**config.mk**
```make
export PLATFORM = sky130hd
export DESIGN_NAME = pwm_timer_core
export DESIGN_NICKNAME = d
export VERILOG_FILES = /design/src/rtl/pwm_pkg.sv /design/src/rtl/pwm_timer_core.sv
export SDC_FILE = /design/constraint.sdc
export NUM_CORES = 1
export LEC_CHECK = 0
export BUFFER_PORTS_ARGS = -buffer_cell sky130_fd_sc_hd__buf_2
export CAP_MARGIN = 20
export CORE_ASPECT_RATIO = 1.5
export CORE_UTILIZATION = 48
export CTS_CLUSTER_SIZE = 10
export DETAILED_ROUTE_END_ITERATION = 10
export GPL_TIMING_DRIVEN = 0
export HOLD_SLACK_MARGIN = 0.05
export PLACE_DENSITY = 0.81
export SYNTH_ARGS = -nofsm -noshare
export SYNTH_HDL_FRONTEND = slang
export SYNTH_SLANG_ARGS = --single-unit
```
**constraint.sdc**
```tcl
create_clock -name clk -period 3.08 [get_ports clk]
set_input_delay 0.616 -clock clk [delete_from_list [all_inputs] [get_ports clk]]
set_output_delay 0.616 -clock clk [all_outputs]
set_load 0.02 [all_outputs]
```
**src/rtl/pwm_pkg.sv**
```systemverilog
// Shared definitions for the PWM timer: FSM state encoding and control-word bit positions.
package pwm_pkg;

    typedef enum logic [1:0] {
        IDLE = 2'd0,
        RUN  = 2'd1,
        DONE = 2'd2
    } pwm_state_e;

    localparam int EN_BIT      = 0;
    localparam int INV_BIT     = 1;
    localparam int ONESHOT_BIT = 2;
    localparam int IRQEN_BIT   = 3;

endpackage

```
**src/rtl/pwm_timer_core.sv**
```systemverilog
// PWM timer core: free-running or one-shot counter with shadowed period/duty/invert,
// registered PWM output and a sticky wrap interrupt.
module pwm_timer_core
    import pwm_pkg::*;
#(
    parameter int WIDTH = 32
) (
    input  logic             clk,
    input  logic             reset,
    input  logic [WIDTH-1:0] period_reg,
    input  logic [WIDTH-1:0] duty_reg,
    input  logic [31:0]      ctrl_reg,
    input  logic             irq_clear,
    output logic             pwm_out,
    output logic [WIDTH-1:0] count,
    output logic             busy,
    output logic             irq
);

    pwm_state_e       state_q, state_d;
    logic [WIDTH-1:0] count_q, count_d;
    logic [WIDTH-1:0] period_sh_q, period_sh_d;
    logic [WIDTH-1:0] duty_sh_q, duty_sh_d;
    logic             inv_sh_q, inv_sh_d;
    logic             pwm_q, pwm_d;
    logic             irq_q, irq_d;
    logic             irq_set_s;
    logic [WIDTH-1:0] count_inc_s;

    logic en_s, inv_s, oneshot_s, irqen_s;
    logic unused_ctrl_s;

    assign en_s          = ctrl_reg[EN_BIT];
    assign inv_s         = ctrl_reg[INV_BIT];
    assign oneshot_s     = ctrl_reg[ONESHOT_BIT];
    assign irqen_s       = ctrl_reg[IRQEN_BIT];
    assign unused_ctrl_s = &{1'b0, ctrl_reg[31:4]};
    assign count_inc_s   = count_q + WIDTH'(1);

    // Next-state, counter, shadow reload and PWM level for the count presented next cycle.
    always_comb begin
        state_d     = state_q;
        count_d     = count_q;
        period_sh_d = period_sh_q;
        duty_sh_d   = duty_sh_q;
        inv_sh_d    = inv_sh_q;
        pwm_d       = pwm_q;
        irq_set_s   = 1'b0;

        case (state_q)
            IDLE: begin
                count_d = '0;
                if (en_s && (period_reg != '0)) begin
                    state_d     = RUN;
                    period_sh_d = period_reg;
                    duty_sh_d   = duty_reg;
                    inv_sh_d    = inv_s;
                    pwm_d       = (duty_reg != '0) ^ inv_s;
                end else begin
                    pwm_d = inv_s;
                end
            end
            RUN: begin
                if (!en_s) begin
                    state_d = IDLE;
                    count_d = '0;
                    pwm_d   = inv_s;
                end else if (count_q == period_sh_q) begin
                    count_d = '0;
                    if (oneshot_s) begin
                        state_d   = DONE;
                        irq_set_s = irqen_s;
                        pwm_d     = inv_sh_q;
                    end else if (period_reg == '0) begin
                        // A zero period cannot form a cycle, so stop without an interrupt.
                        state_d = IDLE;
                        pwm_d   = inv_s;
                    end else begin
                        irq_set_s   = irqen_s;
                        period_sh_d = period_reg;
                        duty_sh_d   = duty_reg;
                        inv_sh_d    = inv_s;
                        pwm_d       = (duty_reg != '0) ^ inv_s;
                    end
                end else begin
                    count_d = count_inc_s;
                    pwm_d   = (count_inc_s < duty_sh_q) ^ inv_sh_q;
                end
            end
            DONE: begin
                count_d = '0;
                if (!en_s) begin
                    state_d = IDLE;
                    pwm_d   = inv_s;
                end else begin
                    pwm_d = inv_sh_q;
                end
            end
            default: begin
                state_d = IDLE;
                count_d = '0;
                pwm_d   = inv_s;
            end
        endcase

        // Set beats clear when both land on the same edge.
        irq_d = irq_set_s | (irq_q & ~irq_clear);
    end

    // State and datapath registers with synchronous reset.
    always_ff @(posedge clk) begin
        if (reset) begin
            state_q     <= IDLE;
            count_q     <= '0;
            period_sh_q <= '0;
            duty_sh_q   <= '0;
            inv_sh_q    <= 1'b0;
            pwm_q       <= 1'b0;
            irq_q       <= 1'b0;
        end else begin
            state_q     <= state_d;
            count_q     <= count_d;
            period_sh_q <= period_sh_d;
            duty_sh_q   <= duty_sh_d;
            inv_sh_q    <= inv_sh_d;
            pwm_q       <= pwm_d;
            irq_q       <= irq_d;
        end
    end

    assign pwm_out = pwm_q;
    assign count   = count_q;
    assign busy    = (state_q != IDLE);
    assign irq     = irq_q;

endmodule

```
Word level (Yosys, flattened, before mapping)
Cells that the tools add are included.
{"block": "word_totals", "regBits": 101, "in_bits": 99, "out_inout_bits": 35, "elab_cells": 74}
{"block": "classes", "addsub": 1, "magnitude_cmp": 1, "eq_ne": 11, "n_mux": 37, "n_bitwise": 7, "n_reduce_logical": 10}
{"op": "$mux 32", "n": 10}
{"op": "$pmux 32 s2", "n": 2}
{"op": "$reduce_bool 32->1", "n": 2}
{"op": "$add 32x1->32 const B", "n": 1}
{"op": "$eq 32x32->1", "n": 1}
{"op": "$logic_not 32->1", "n": 1}
{"op": "$lt 32x32->1", "n": 1}
{"op": "$mux 1", "n": 16}
{"op": "$mux 2", "n": 6}
{"op": "$ne 2x2->1 const B", "n": 6}
{"op": "$pmux 2 s3", "n": 1}
{"op": "$reduce_and 6->1", "n": 1}
{"op": "$ne 4x4->1 const B", "n": 1}
{"op": "$reduce_and 4->1", "n": 1}
{"op": "$reduce_bool 2->1", "n": 2}
{"op": "$reduce_or 4->1", "n": 1}
{"op": "$ne 3x3->1 const B", "n": 1}
{"op": "$not 1->1", "n": 3}
{"op": "$pmux 1 s3", "n": 1}
{"op": "$eq 2x1->1 const B", "n": 1}
{"op": "$eq 2x2->1 const B", "n": 1}
{"op": "$logic_not 2->1", "n": 1}
{"op": "$pmux 1 s2", "n": 1}
{"op": "$xor 1x1->1", "n": 2}
{"op": "other kinds (3)", "n": 3}

Longest topological paths before layout
{"block": "depth", "word_depth": 7, "ltp_mapped": 15}

Worst setup path after synthesis
OpenSTA, ideal clock, no wires.
{"block": "synth_timing", "path_kind": "flip-flop to flip-flop", "start": "reg count_q[2] (netlist: count[2])", "end": "reg pwm_q (netlist: pwm_out)", "arrival_ns": 2.988, "slack_ns": -0.038, "stages_incl_launch_ff": 16, "cell_sequence": "dfxtp_1 > buf_2 > and4_1 > nand4_1 > nor3b_2 > and3_1 > and3_1 > xor2_1 > ha_1 > a21o_1 > a21o_1 > a21oi_1 > o21ai_0 > a21oi_1 > o21a_1 > o211ai_1"}
{"block": "synth_between", "elab_chain_cells": 6}
{"element": "start: declaration", "line": "pwm_timer_core.sv:21", "text": "logic [WIDTH-1:0] count_q, count_d;"}
{"element": "start signal: assignment", "line": "pwm_timer_core.sv:122", "text": "count_q <= count_d;"}
{"element": "$add 32x1->32", "line": "pwm_timer_core.sv:38", "text": "assign count_inc_s = count_q + WIDTH'(1);"}
{"element": "named net count_inc_s[29]", "line": "pwm_timer_core.sv:28", "text": "logic [WIDTH-1:0] count_inc_s;"}
{"element": "$lt 32x32->1", "line": "pwm_timer_core.sv:87", "text": "pwm_d = (count_inc_s < duty_sh_q) ^ inv_sh_q;"}
{"element": "$xor 1x1->1", "line": "pwm_timer_core.sv:87"}
{"element": "$mux 1", "line": "pwm_timer_core.sv:68", "text": "end else if (count_q == period_sh_q) begin"}
{"element": "$mux 1", "line": "pwm_timer_core.sv:64", "text": "if (!en_s) begin"}
{"element": "$pmux 1 s3", "line": "pwm_timer_core.sv:50", "text": "case (state_q)"}
{"element": "end signal: assignment", "line": "pwm_timer_core.sv:126", "text": "pwm_q <= pwm_d;"}
{"element": "end: declaration", "line": "pwm_timer_core.sv:25", "text": "logic pwm_q, pwm_d;"}
The timed path passes the listed nets, and every way through them passes these cells.
A chain may end at the register's enable or synchronous reset.

Final worst setup path
{"block": "layout_timing", "start": "reg count_q[10] (netlist: count[10])", "end": "reg pwm_q (netlist: pwm_out)"}
The elaborated chain is that of the path after synthesis.

==> summary.md <==
| Metric | Value |
|---|---|
| Largest net degree at the start of global routing | 16 |
| Max-Slew Margin vs Limit | 60.6% |
| Cts hold-fix bufs | 0 |
| Slew @ Worst Pin | 586 ps |
| Status | finished, violations left |
| Area occupied by multi-input gates | 3080 sq um |
| Pwr Total | 2.94 mW |
| Critical Path AT | 3330 ps |
| Synth cell types | 44 |
| Layout Nets | 836 |
| Commonest non-fill, non-tap cell in the layout | buf_2 |
| Required @ worst endpoint | 3290 ps |
| Met1 Use GR | 27.8% |
| Sequential area share after synthesis | 37.9% |
| Reg area | 2050 sq um |
| VDD IR max | 0.317 mV |
| Startpoint types | register |
| IO Port Bufs | 104 |
| Cell depth of the worst flop-to-flop path | 14 |
| CTS tree | yes |
| GP Congestion | 0.891 |
| Clk sinks | 101 |
| First-pass GRT wire length | 22.8 mm |
| Clk buf depth | 2 |
| Routed Antenna Nets | 0 |
| Total gr overflow | 0 |
| Core box area | 10700 sq um |
| Sum Neg Setup Slack | -34.2 ps |
| Slew Limit Fails | 0 |
| DR WL/cell | 17.1 microns |
| Critical path type | reg -> reg |
| Die area | 11600 sq um |
| Max incr delay on CP | 400 ps |
| Max Fclk | 321 MHz |
| Clk pin slew, worst setup/hold paths | 70 ps |
| Final Hold Vio Count | 0 |
| Cell Area, Placed | 6050 sq um |
| Rows | 46 |
| GRT met3 Usage | 4.02% |
| Num CTS Buffers | 9 |
| Pre-antenna DRT Iters | 5 |
| Worst Path Max Fanout | 4 |
| Syn Nets | 710 |
| Initial antenna violation count | 0 |
| Clock insertion delay at the later pin of the skew report | 350 ps |
| Clock root buffer | clkbuf_16 |
| Syn Inst Count | 579 |
| Period utilisation layout | 101% |
| Failing checks | setup timing |
| Vias in the first global route | 4756 |
| Starting Density | 49.9% |
| Die width | 88.1 microns |
| Slowest library cell on the worst path | dfxtp_2 |
| Post-synth EDFFs | 0 |
| Vias | 4588 |
| DRC | 0 |
| Async set-reset flop share out of synthesis | 0% |
| Element type at the critical path end | register |
| Tmin final | 3110 ps |
| Pleak | 3.21 nW |
| Met2 Use GR | 45.9% |
| Cell Pwr Density | 448 nW/um^2 |
| Synth Cell Area | 5340 sq um |
| Top_reg_cell synth | dfxtp_1 |
| # diodes | 0 |
| Core Util, Final | 61.3% |
| Post-route setup slack | -34.2 ps |
| Hold path cells | 2 |
| Area Overhead vs Synth | 23.0% |
| Syn_area_per_cell | 9.23 sq um |
| # setup viols final | 1 |
| Max-cap violation count | 0 |
| IO Pins | 134 |
| DRT Wirelength | 14.6 mm |
| Post-route cell area | 6570 sq um |
| HPWL Detailed | 11.2 mm |
| Chip Height | 131 microns |
| Busiest layer in global routing | met2 |
| Layout cells sized above 1 | 23.8% |
| Worst hold path class | reg -> reg |
| Initial drt markers | 237 |
| Worst clock skew | 6.67 ps |
| Vias/cell | 5.37 |
| Final hold slack | 494 ps |
| Unrepaired setup endpoints after global routing | true |
| Yosys warning count | 0 |
| CP Cell Sequence | and4_4 -> nand4_1 -> nor3b_2 -> and3_4 -> and3_4 -> xor2_2 -> ha_1 -> a21o_1 -> a21o_1 -> a21oi_2 -> o21ai_2 -> a21oi_2 -> o21a_1 -> o211ai_1 |
| H-tree lvl count | 3 |
| Synth Register Bits | 101 |
| Total track usage | 25.6% |
| Most frequent cells in the layout | buf_2, dfxtp_1, nor2_1 |
| FILL cells | 894 |
==> cells by family (layout without fill, tap and decap cells) <==
kind of cell             Yosys count  after routing  share of synthesized area (%)
flip-flops                       101            101                           37.9
AO/OA/AOI/OAI                     43             43                           5.27
XOR/XNOR                          63             63                           10.3
buffers and inverters             64            195                           6.32
AND/OR/NAND/NOR                  211            211                           20.5
multiplexers                      65             65                           12.2
adder cells (fa/ha/maj)           32             32                           7.50
==> cell type report <==
| cell class | count | area share [%] |
|---|---|---|
| multi-input combinational | 414 | 46.9 |
| sequential | 101 | 31.3 |
| timing repair buffer | 116 | 9.30 |
| clock buffer | 11 | 3.54 |
| tap | 144 | 2.74 |
| buffer | 20 | 2.61 |
| inverter | 43 | 2.46 |
| clock inverter | 5 | 1.14 |
==> sequential cells by signal (all words and copies together) (netlist names) <==
name / count
state_q: 2
duty_sh_q: 32
period_sh_q: 32
pwm_out: 1
irq: 1
inv_sh_q: 1
count: 32
==> stage by stage <==
step	setup WS, ps	std cells
finish	-34.2	854
global route	-115	854
CTS	0.140	847
detailed placement	-401	827
global placement	-309	827
floorplan	16.7	579
==> path summary, 6_finish.rpt <==
path / start / endpoint / slack (ps)
max reg2reg: count[10]$_SDFF_PP0_ / pwm_out$_SDFF_PP0_ / -30
min: duty_sh_q[9]$_SDFFE_PP0P_ / duty_sh_q[9]$_SDFFE_PP0P_ / 490
max: count[10]$_SDFF_PP0_ / pwm_out$_SDFF_PP0_ / -30
min reg2reg: duty_sh_q[9]$_SDFFE_PP0P_ / duty_sh_q[9]$_SDFFE_PP0P_ / 490
==> critical path: cells and delay by family, from the launching register on <==
kind,cells,cell delay [ps]
fa+ha+maj,1,270
xor+xnor,1,180
simple gates,5,1180
flops,1,400
compound gates,7,950
==> power by group <==
group          total [mW]  internal, mW  switching, mW  leakage (nW)
logic               0.361         0.165          0.195          2.22
clock network        1.19         0.709          0.485         0.153
registers            1.39          1.36         0.0348         0.834
==> synth_stat cells (2+ instances only) <==
| library cell | n | share of area, % |
|---|---|---|
| dfxtp_1 | 101 | 38 |
| nor2_1 | 77 | 5.4 |
| mux2i_1 | 65 | 12 |
| xor2_1 | 48 | 7.9 |
| inv_1 | 43 | 3.0 |
| nor2b_1 | 35 | 4.1 |
| ha_1 | 32 | 7.5 |
| nor4_1 | 24 | 2.8 |
| nand2_1 | 18 | 1.3 |
| nand4_1 | 16 | 1.9 |
| and3_1 | 15 | 1.8 |
| xnor2_1 | 15 | 2.5 |
| a21oi_1 | 14 | 1.3 |
| clkbuf_1 | 13 | 0.91 |
| a21o_1 | 9 | 1.3 |
| nand3_1 | 6 | 0.56 |
| o21ai_0 | 6 | 0.56 |
| buf_12 | 5 | 1.9 |
| and2_1 | 4 | 0.47 |
| and4_1 | 3 | 0.49 |
| nand2b_1 | 3 | 0.35 |
| nor3_1 | 3 | 0.28 |
| a211oi_1 | 2 | 0.28 |
| a41oi_1 | 2 | 0.33 |
==> layer usage <==
metal	share of wire, %	vias to the layer above
met5	0	-
met4	5.7	0
met3	4.7	58
met2	51	171
met1	38	2140
li1	-	2219
==> repair_timing <==
action	in CTS	in global routing
gates resized for setup	20	17
endpoints found under the setup margin	1	1
hold endpoints to repair	0	0
pin swaps	5	12
buffers inserted	5	7
(Power assumes the default switching activity.)
